### config.mk
export PLATFORM = sky130hd
export DESIGN_NAME = bc_dat_write_rmw_flat
export DESIGN_NICKNAME = d
export VERILOG_FILES = /design/src/rtl/bc_dat_write_rmw_if.sv /design/src/rtl/bc_dat_write_rmw.sv /design/src/flat_wrapper.sv
export SDC_FILE = /design/constraint.sdc
export NUM_CORES = 1
export LEC_CHECK = 0
export ABC_CLOCK_PERIOD_IN_PS = 2100
export CAP_MARGIN = 10
export CORE_MARGIN = 2
export CORE_UTILIZATION = 48
export CTS_CLUSTER_SIZE = 40
export DETAILED_ROUTE_END_ITERATION = 16
export GPL_ROUTABILITY_DRIVEN = 0
export PLACE_DENSITY = 0.81
export SLEW_MARGIN = 20
export SYNTH_ARGS = -nofsm -noshare
export SYNTH_HDL_FRONTEND = slang
export SYNTH_SLANG_ARGS = --single-unit
### constraint.sdc
create_clock -name clk -period 2.1 [get_ports clk]
set_input_delay 0.525 -clock clk [delete_from_list [all_inputs] [get_ports clk]]
set_output_delay 0.525 -clock clk [all_outputs]
set_load 0.03 [all_outputs]
### src/rtl/bc_dat_write_rmw_if.sv
// ============================================================================
// Module : bc_dat_write_rmw_if
// Brief  : Store-request handshake and single-port memory bus bundle.
// Rev    : 1.0  initial release
// ============================================================================
`default_nettype none

interface bc_dat_write_rmw_if #(
  parameter int WIDTH_DATA = 32,
  parameter int WIDTH_ADDR = 10,
  localparam int WIDTH_OFS = $clog2(WIDTH_DATA / 8)
);
  logic                            iReqVld;
  logic                            oReqRdy;
  logic [WIDTH_ADDR+WIDTH_OFS-1:0] iAddr;
  logic [1:0]                      iSize;
  logic [WIDTH_DATA-1:0]           iDat;
  logic                            oMemEn;
  logic                            oMemWr;
  logic [WIDTH_ADDR-1:0]           oMemAddr;
  logic [WIDTH_DATA-1:0]           oMemWDat;
  logic [WIDTH_DATA-1:0]           iMemRDat;
  logic                            oDone;
  logic                            oErr;

  // Store block side
  modport slave (
    input  iReqVld, iAddr, iSize, iDat, iMemRDat,
    output oReqRdy, oMemEn, oMemWr, oMemAddr, oMemWDat, oDone, oErr
  );

  // LSU / SRAM side
  modport master (
    output iReqVld, iAddr, iSize, iDat, iMemRDat,
    input  oReqRdy, oMemEn, oMemWr, oMemAddr, oMemWDat, oDone, oErr
  );
endinterface

`default_nettype wire

### src/rtl/bc_dat_write_rmw.sv
// ============================================================================
// Module : bc_dat_write_rmw
// Brief  : Sub-word store with read-modify-write on a byte-enable-less SRAM.
// Rev    : 1.0  initial release
// ============================================================================
`default_nettype none

module bc_dat_write_rmw #(
  parameter int WIDTH_DATA = 32,
  parameter int WIDTH_ADDR = 10
) (
  input wire logic           clk,
  input wire logic           rst_n,
  bc_dat_write_rmw_if.slave  bus
);
  localparam int WIDTH_OFS = $clog2(WIDTH_DATA / 8);
  localparam int NUM_LANES = WIDTH_DATA / 8;
  localparam logic [1:0] c_SIZE_FULL = 2'(WIDTH_OFS);

  typedef enum logic [1:0] {
    IDLE = 2'd0,
    RD   = 2'd1,
    MRG  = 2'd2,
    WR   = 2'd3
  } state_t;

  state_t                rState;
  logic [WIDTH_OFS-1:0]  rOfs;
  logic [1:0]            rSize;
  logic [WIDTH_DATA-1:0] rDat;
  logic                  rMemEn;
  logic                  rMemWr;
  logic [WIDTH_ADDR-1:0] rMemAddr;
  logic [WIDTH_DATA-1:0] rMemWDat;
  logic                  rDone;
  logic                  rErr;

  logic [WIDTH_OFS-1:0]  wReqOfs;
  logic [WIDTH_ADDR-1:0] wReqWord;
  logic [WIDTH_OFS-1:0]  wAlignMask;
  logic                  wErr;
  logic                  wFull;
  logic [NUM_LANES-1:0]  wLaneBase;
  logic [NUM_LANES-1:0]  wLaneMask;
  logic [WIDTH_DATA-1:0] wBitMask;
  logic [WIDTH_DATA-1:0] wAligned;
  logic [WIDTH_DATA-1:0] wMerged;

  assign wReqOfs  = bus.iAddr[WIDTH_OFS-1:0];
  assign wReqWord = bus.iAddr[WIDTH_ADDR+WIDTH_OFS-1:WIDTH_OFS];

  // Low offset bits that must be zero for a naturally aligned access
  always_comb begin
    wAlignMask = '0;
    case (bus.iSize)
      2'd0:    wAlignMask = WIDTH_OFS'(3'b000);
      2'd1:    wAlignMask = WIDTH_OFS'(3'b001);
      2'd2:    wAlignMask = WIDTH_OFS'(3'b011);
      default: wAlignMask = WIDTH_OFS'(3'b111);
    endcase
  end

  assign wErr  = (bus.iSize > c_SIZE_FULL) || ((wReqOfs & wAlignMask) != '0);
  assign wFull = (bus.iSize == c_SIZE_FULL);

  always_comb begin
    wLaneBase = '0;
    case (rSize)
      2'd0:    wLaneBase = NUM_LANES'(8'h01);
      2'd1:    wLaneBase = NUM_LANES'(8'h03);
      2'd2:    wLaneBase = NUM_LANES'(8'h0F);
      default: wLaneBase = NUM_LANES'(8'hFF);
    endcase
  end

  assign wLaneMask = wLaneBase << rOfs;

  generate
    for (genvar gi = 0; gi < NUM_LANES; gi++) begin : g_lane
      assign wBitMask[gi*8 +: 8] = {8{wLaneMask[gi]}};
    end
  endgenerate

  // Bits of rDat above the store size fall outside the lane mask
  assign wAligned = rDat << {rOfs, 3'b000};
  assign wMerged  = (bus.iMemRDat & ~wBitMask) | (wAligned & wBitMask);

  always_ff @(posedge clk or negedge rst_n) begin
    if (!rst_n) begin
      rState   <= IDLE;
      rOfs     <= '0;
      rSize    <= '0;
      rDat     <= '0;
      rMemEn   <= 1'b0;
      rMemWr   <= 1'b0;
      rMemAddr <= '0;
      rMemWDat <= '0;
      rDone    <= 1'b0;
      rErr     <= 1'b0;
    end else begin
      rMemEn <= 1'b0;
      rMemWr <= 1'b0;
      rDone  <= 1'b0;
      rErr   <= 1'b0;
      case (rState)
        IDLE: begin
          if (bus.iReqVld) begin
            if (wErr) begin
              rErr <= 1'b1;
            end else begin
              rOfs     <= wReqOfs;
              rSize    <= bus.iSize;
              rDat     <= bus.iDat;
              rMemEn   <= 1'b1;
              rMemAddr <= wReqWord;
              if (wFull) begin
                rState   <= WR;
                rMemWr   <= 1'b1;
                rMemWDat <= bus.iDat;
                rDone    <= 1'b1;
              end else begin
                rState <= RD;
              end
            end
          end
        end
        RD: begin
          rState <= MRG;
        end
        MRG: begin
          rState   <= WR;
          rMemEn   <= 1'b1;
          rMemWr   <= 1'b1;
          rMemWDat <= wMerged;
          rDone    <= 1'b1;
        end
        WR: begin
          rState <= IDLE;
        end
        default: begin
          rState <= IDLE;
        end
      endcase
    end
  end

  assign bus.oReqRdy  = (rState == IDLE);
  assign bus.oMemEn   = rMemEn;
  assign bus.oMemWr   = rMemWr;
  assign bus.oMemAddr = rMemAddr;
  assign bus.oMemWDat = rMemWDat;
  assign bus.oDone    = rDone;
  assign bus.oErr     = rErr;

endmodule

`default_nettype wire

### src/flat_wrapper.sv
// flat-port wrapper written by rule: the top's interface ports become plain ports
module bc_dat_write_rmw_flat 
#(
  parameter int WIDTH_DATA = 32,
  parameter int WIDTH_ADDR = 10
)
  (clk, rst_n, bus_iReqVld, bus_iAddr, bus_iSize, bus_iDat, bus_iMemRDat, bus_oReqRdy, bus_oMemEn, bus_oMemWr, bus_oMemAddr, bus_oMemWDat, bus_oDone, bus_oErr);
  bc_dat_write_rmw_if #(.WIDTH_DATA(WIDTH_DATA), .WIDTH_ADDR(WIDTH_ADDR)) bus_i ();
  input wire logic clk;
  input wire logic rst_n;
  input wire logic [$bits(bus_i.iReqVld)-1:0] bus_iReqVld;
  input wire logic [$bits(bus_i.iAddr)-1:0] bus_iAddr;
  input wire logic [$bits(bus_i.iSize)-1:0] bus_iSize;
  input wire logic [$bits(bus_i.iDat)-1:0] bus_iDat;
  input wire logic [$bits(bus_i.iMemRDat)-1:0] bus_iMemRDat;
  output wire logic [$bits(bus_i.oReqRdy)-1:0] bus_oReqRdy;
  output wire logic [$bits(bus_i.oMemEn)-1:0] bus_oMemEn;
  output wire logic [$bits(bus_i.oMemWr)-1:0] bus_oMemWr;
  output wire logic [$bits(bus_i.oMemAddr)-1:0] bus_oMemAddr;
  output wire logic [$bits(bus_i.oMemWDat)-1:0] bus_oMemWDat;
  output wire logic [$bits(bus_i.oDone)-1:0] bus_oDone;
  output wire logic [$bits(bus_i.oErr)-1:0] bus_oErr;
  assign bus_i.iReqVld = bus_iReqVld;
  assign bus_i.iAddr = bus_iAddr;
  assign bus_i.iSize = bus_iSize;
  assign bus_i.iDat = bus_iDat;
  assign bus_i.iMemRDat = bus_iMemRDat;
  assign bus_oReqRdy = bus_i.oReqRdy;
  assign bus_oMemEn = bus_i.oMemEn;
  assign bus_oMemWr = bus_i.oMemWr;
  assign bus_oMemAddr = bus_i.oMemAddr;
  assign bus_oMemWDat = bus_i.oMemWDat;
  assign bus_oDone = bus_i.oDone;
  assign bus_oErr = bus_i.oErr;
  bc_dat_write_rmw #(.WIDTH_DATA(WIDTH_DATA), .WIDTH_ADDR(WIDTH_ADDR)) u_core (.clk(clk), .rst_n(rst_n), .bus(bus_i));
endmodule
==> impl_metrics.env <==
export IMPL_grt_setup_unrepaired="false"
export IMPL_crit_family="buffers and inverters"
export IMPL_ys_flop_type="dfrtp_1"
export IMPL_overflow=0
export IMPL_route_detailed_drc=0
export IMPL_ys_ff_latch=83
export IMPL_dr_pass1_iters=4
export IMPL_cts_tree="built"
export IMPL_dieWidth_um=100
export IMPL_grt_use_total_pct=24.6
export IMPL_area_delta_synth_final_pct=39.0
export IMPL_h_tree_depth=3
export IMPL_maxSlewHeadroom_pct=59.8
export IMPL_startpoint_type="primary input"
export IMPL_crit_fanout=38
export IMPL_post_place_ws_ns=-0.288
export IMPL_crit_path_cell_trace="clkdlybuf4s50_1 -> nor3_2 -> buf_4 -> or2_1 -> nand3_2 -> buf_12 -> mux2_2"
export IMPL_max_stage_delay_ns=0.52
export IMPL_grt_max_degree=84
export IMPL_yosys_top_cells_area="dfrtp_1, mux2_2, mux4_2"
export IMPL_cp_num_buf_inv=3
export IMPL_netlist_instances=410
export IMPL_leakagePower_nw=2.58
export IMPL_cp_required_ns=2.33
export IMPL_portBuffers=127
export IMPL_coreArea_um2=9110
export IMPL_initial_core_util_pct=48.6
export IMPL_drtIter0Drc=223
export IMPL_syn_avg_cell_area_um2=10.8
export IMPL_fmax_mhz=488
export IMPL_clockBufferDepth=2
export IMPL_cts_resized=0
export IMPL_critPathArrivalTime_ns=2.28
export IMPL_numCtsBuffers=9
export IMPL_ios=128
export IMPL_irDropWorstVdd_mv=0.743
export IMPL_final_hold_violation_count=0
export IMPL_max_cap_violations=0
export IMPL_synthArstFlopShare_pct=100
export IMPL_grt_pass1_wl_um=19300
export IMPL_syn_num_nets=493
export IMPL_cts_sinks=83
export IMPL_synth_top_area_share_pct=46.9
export IMPL_period_share_pct=97.5
export IMPL_hold_path_class="in2async"
export IMPL_num_antenna_cells=0
export IMPL_maxSlewViolCount=0
export IMPL_insertion_delay_ns=0.36
export IMPL_netlist_top_cells_count="dfrtp_1, a21oi_1, o21ai_0"
export IMPL_finalClockSkew_ns=0.0157
export IMPL_synth_most_common_cell="dfrtp_1"
export IMPL_cts_root_buf="clkbuf_8"
export IMPL_wl_um=12000
export IMPL_tns_ns=0
export IMPL_setup_viol_count_final=0
export IMPL_netlist_area_um2=4430
export IMPL_dpl_instance_area_um2=5890
export IMPL_fin_nets=616
export IMPL_antenna_found_initial=0
export IMPL_routedWlPerCell_um=18.6
export IMPL_grt_pass1_vias=3825
export IMPL_std_cell_rows=35
export IMPL_synthDistinctLibCells=39
export IMPL_synth_edf_count=0
export IMPL_yosysWarnings=0
export IMPL_worstMarginPinSlew_ns=0.601
export IMPL_stdcell_area_um2=6160
export IMPL_die_h_um=100
export IMPL_clk_pin_slew_ns=0.09
export IMPL_finalWorstSetupSlack_ns=0.0522
export IMPL_cp_slowest_cell="clkdlybuf4s50_1"
export IMPL_period_needed_ns=2.05
export IMPL_hpwl_um=8340
export IMPL_dieArea_um2=10000
export IMPL_fin_hold_ws_ns=0.161
export IMPL_drive_gt1_share_pct=16.6
export IMPL_drt_vias_per_instance=5.77
export IMPL_synth_largest_area_cell="dfrtp_1"
export IMPL_crit_type="in2reg"
export IMPL_ant_nets=0
export IMPL_power_density_nw_per_um2=1680
export IMPL_status="complete, no violations"
export IMPL_seq_area_frac_synth_pct=46.9
export IMPL_endpoint_kind="register"
export IMPL_routed_via_count=3742
-- kinds of logic (layout without fill, tap and decap cells) --
family	after synthesis	after routing	share of synthesized area, %
AOI/OAI and AO/OA	129	129	18.9
and+or+nand+nor	93	93	10.5
DFF	83	83	46.9
muxes	63	63	18.6
buffers and inverters	40	167	4.46
adders and majority gates	2	2	0.565
-- power by group --
part / total (W) / switching, W / internal, W / leakage, nW
Clock: 0.00143 / 0.000580 / 0.000849 / 0.122
Combinational: 0.00578 / 0.00306 / 0.00272 / 1.47
Sequential: 0.00315 / 0.000734 / 0.00241 / 0.989
Total: 0.0104 / 0.00437 / 0.00598 / 2.58
-- flip-flops by register name (all words and copies together), names as in the netlist --
register	cells
u_core.bus.oErr	1
u_core.bus.oMemAddr	10
u_core.bus.oMemWDat	32
u_core.rSize	2
u_core.bus.oMemWr	1
u_core.rOfs	2
u_core.rDat	32
u_core.bus.oMemEn	1
u_core.rState	2
-- through the flow --
stage          util (%)  total power, W  instances
2_1_floorplan         -         0.00679        410
3_3_place_gp       64.6         0.00867        632
3_5_place_dp       64.6         0.00887        632
4_1_cts            67.4          0.0103        647
5_1_grt            67.6          0.0110        648
6_report           67.6          0.0104        648
-- path summary, 6_finish.rpt --
path	cells past startpoint	endpoint	start	slack, ns
worst min-delay path	2	u_core.bus.oMemAddr[5]	rst_n	0.16
max in group asynchronous	2	u_core.rOfs[1]	rst_n	1.53
worst min register to register	2	u_core.bus.oMemWDat[30]	u_core.bus.oMemWDat[30]	0.48
worst max register to register	5	u_core.bus.oMemWDat[7]	u_core.rOfs[0]	0.22
min in group clk	2	u_core.bus.oMemWDat[30]	u_core.bus.oMemWDat[30]	0.48
worst max-delay path	7	u_core.rDat[24]	bus_iSize[0]	0.05
-- layout make-up --
class	count	area, um2
Clock buffer	11	151
Clock inverter	4	97.6
Fill cell	680	2950
Inverter	5	18.8
Multi-Input combinational cell	287	2180
Sequential cell	83	2080
Tap cell	111	139
Timing Repair Buffer	147	1490
-- routing by layer --
| layer | routed length [um] | vias up | GRT usage [%] | share of wire [%] |
|---|---|---|---|---|
| met5 | 0 | - | 0 | 0 |
| met4 | 284 | 0 | 9.27 | 2.4 |
| met3 | 648 | 25 | 3.76 | 5.4 |
| met2 | 5790 | 127 | 39.6 | 48 |
| met1 | 5320 | 1841 | 34.0 | 44 |
| li1 | - | 1749 | - | - |
-- repair_timing --
action	in CTS	in global routing
setup endpoints to repair	0	1
setup buffers	0	1
hold buffers	0	0
-- placed cells by master, fill, tap and decap left out, drive strengths merged, types with 2 or more instances in the layout --
cell	Yosys	layout
o311a	8	8
nand2	18	18
nand2b	8	8
buf	19	22
a21oi	34	34
mux2i	10	10
a211oi	8	8
bufinv	0	3
inv	4	4
mux2	45	45
nor3	18	18
a21boi	8	8
a21o	8	8
nor2b	9	9
clkdlybuf4s50	0	125
ha	2	2
o21a	8	8
mux4	8	8
o221ai	8	8
nor3b	8	8
a311oi	8	8
dfrtp	83	83
o21ai	35	35
clkbuf	16	11
nor2	29	29
(Power assumes the default switching activity.)
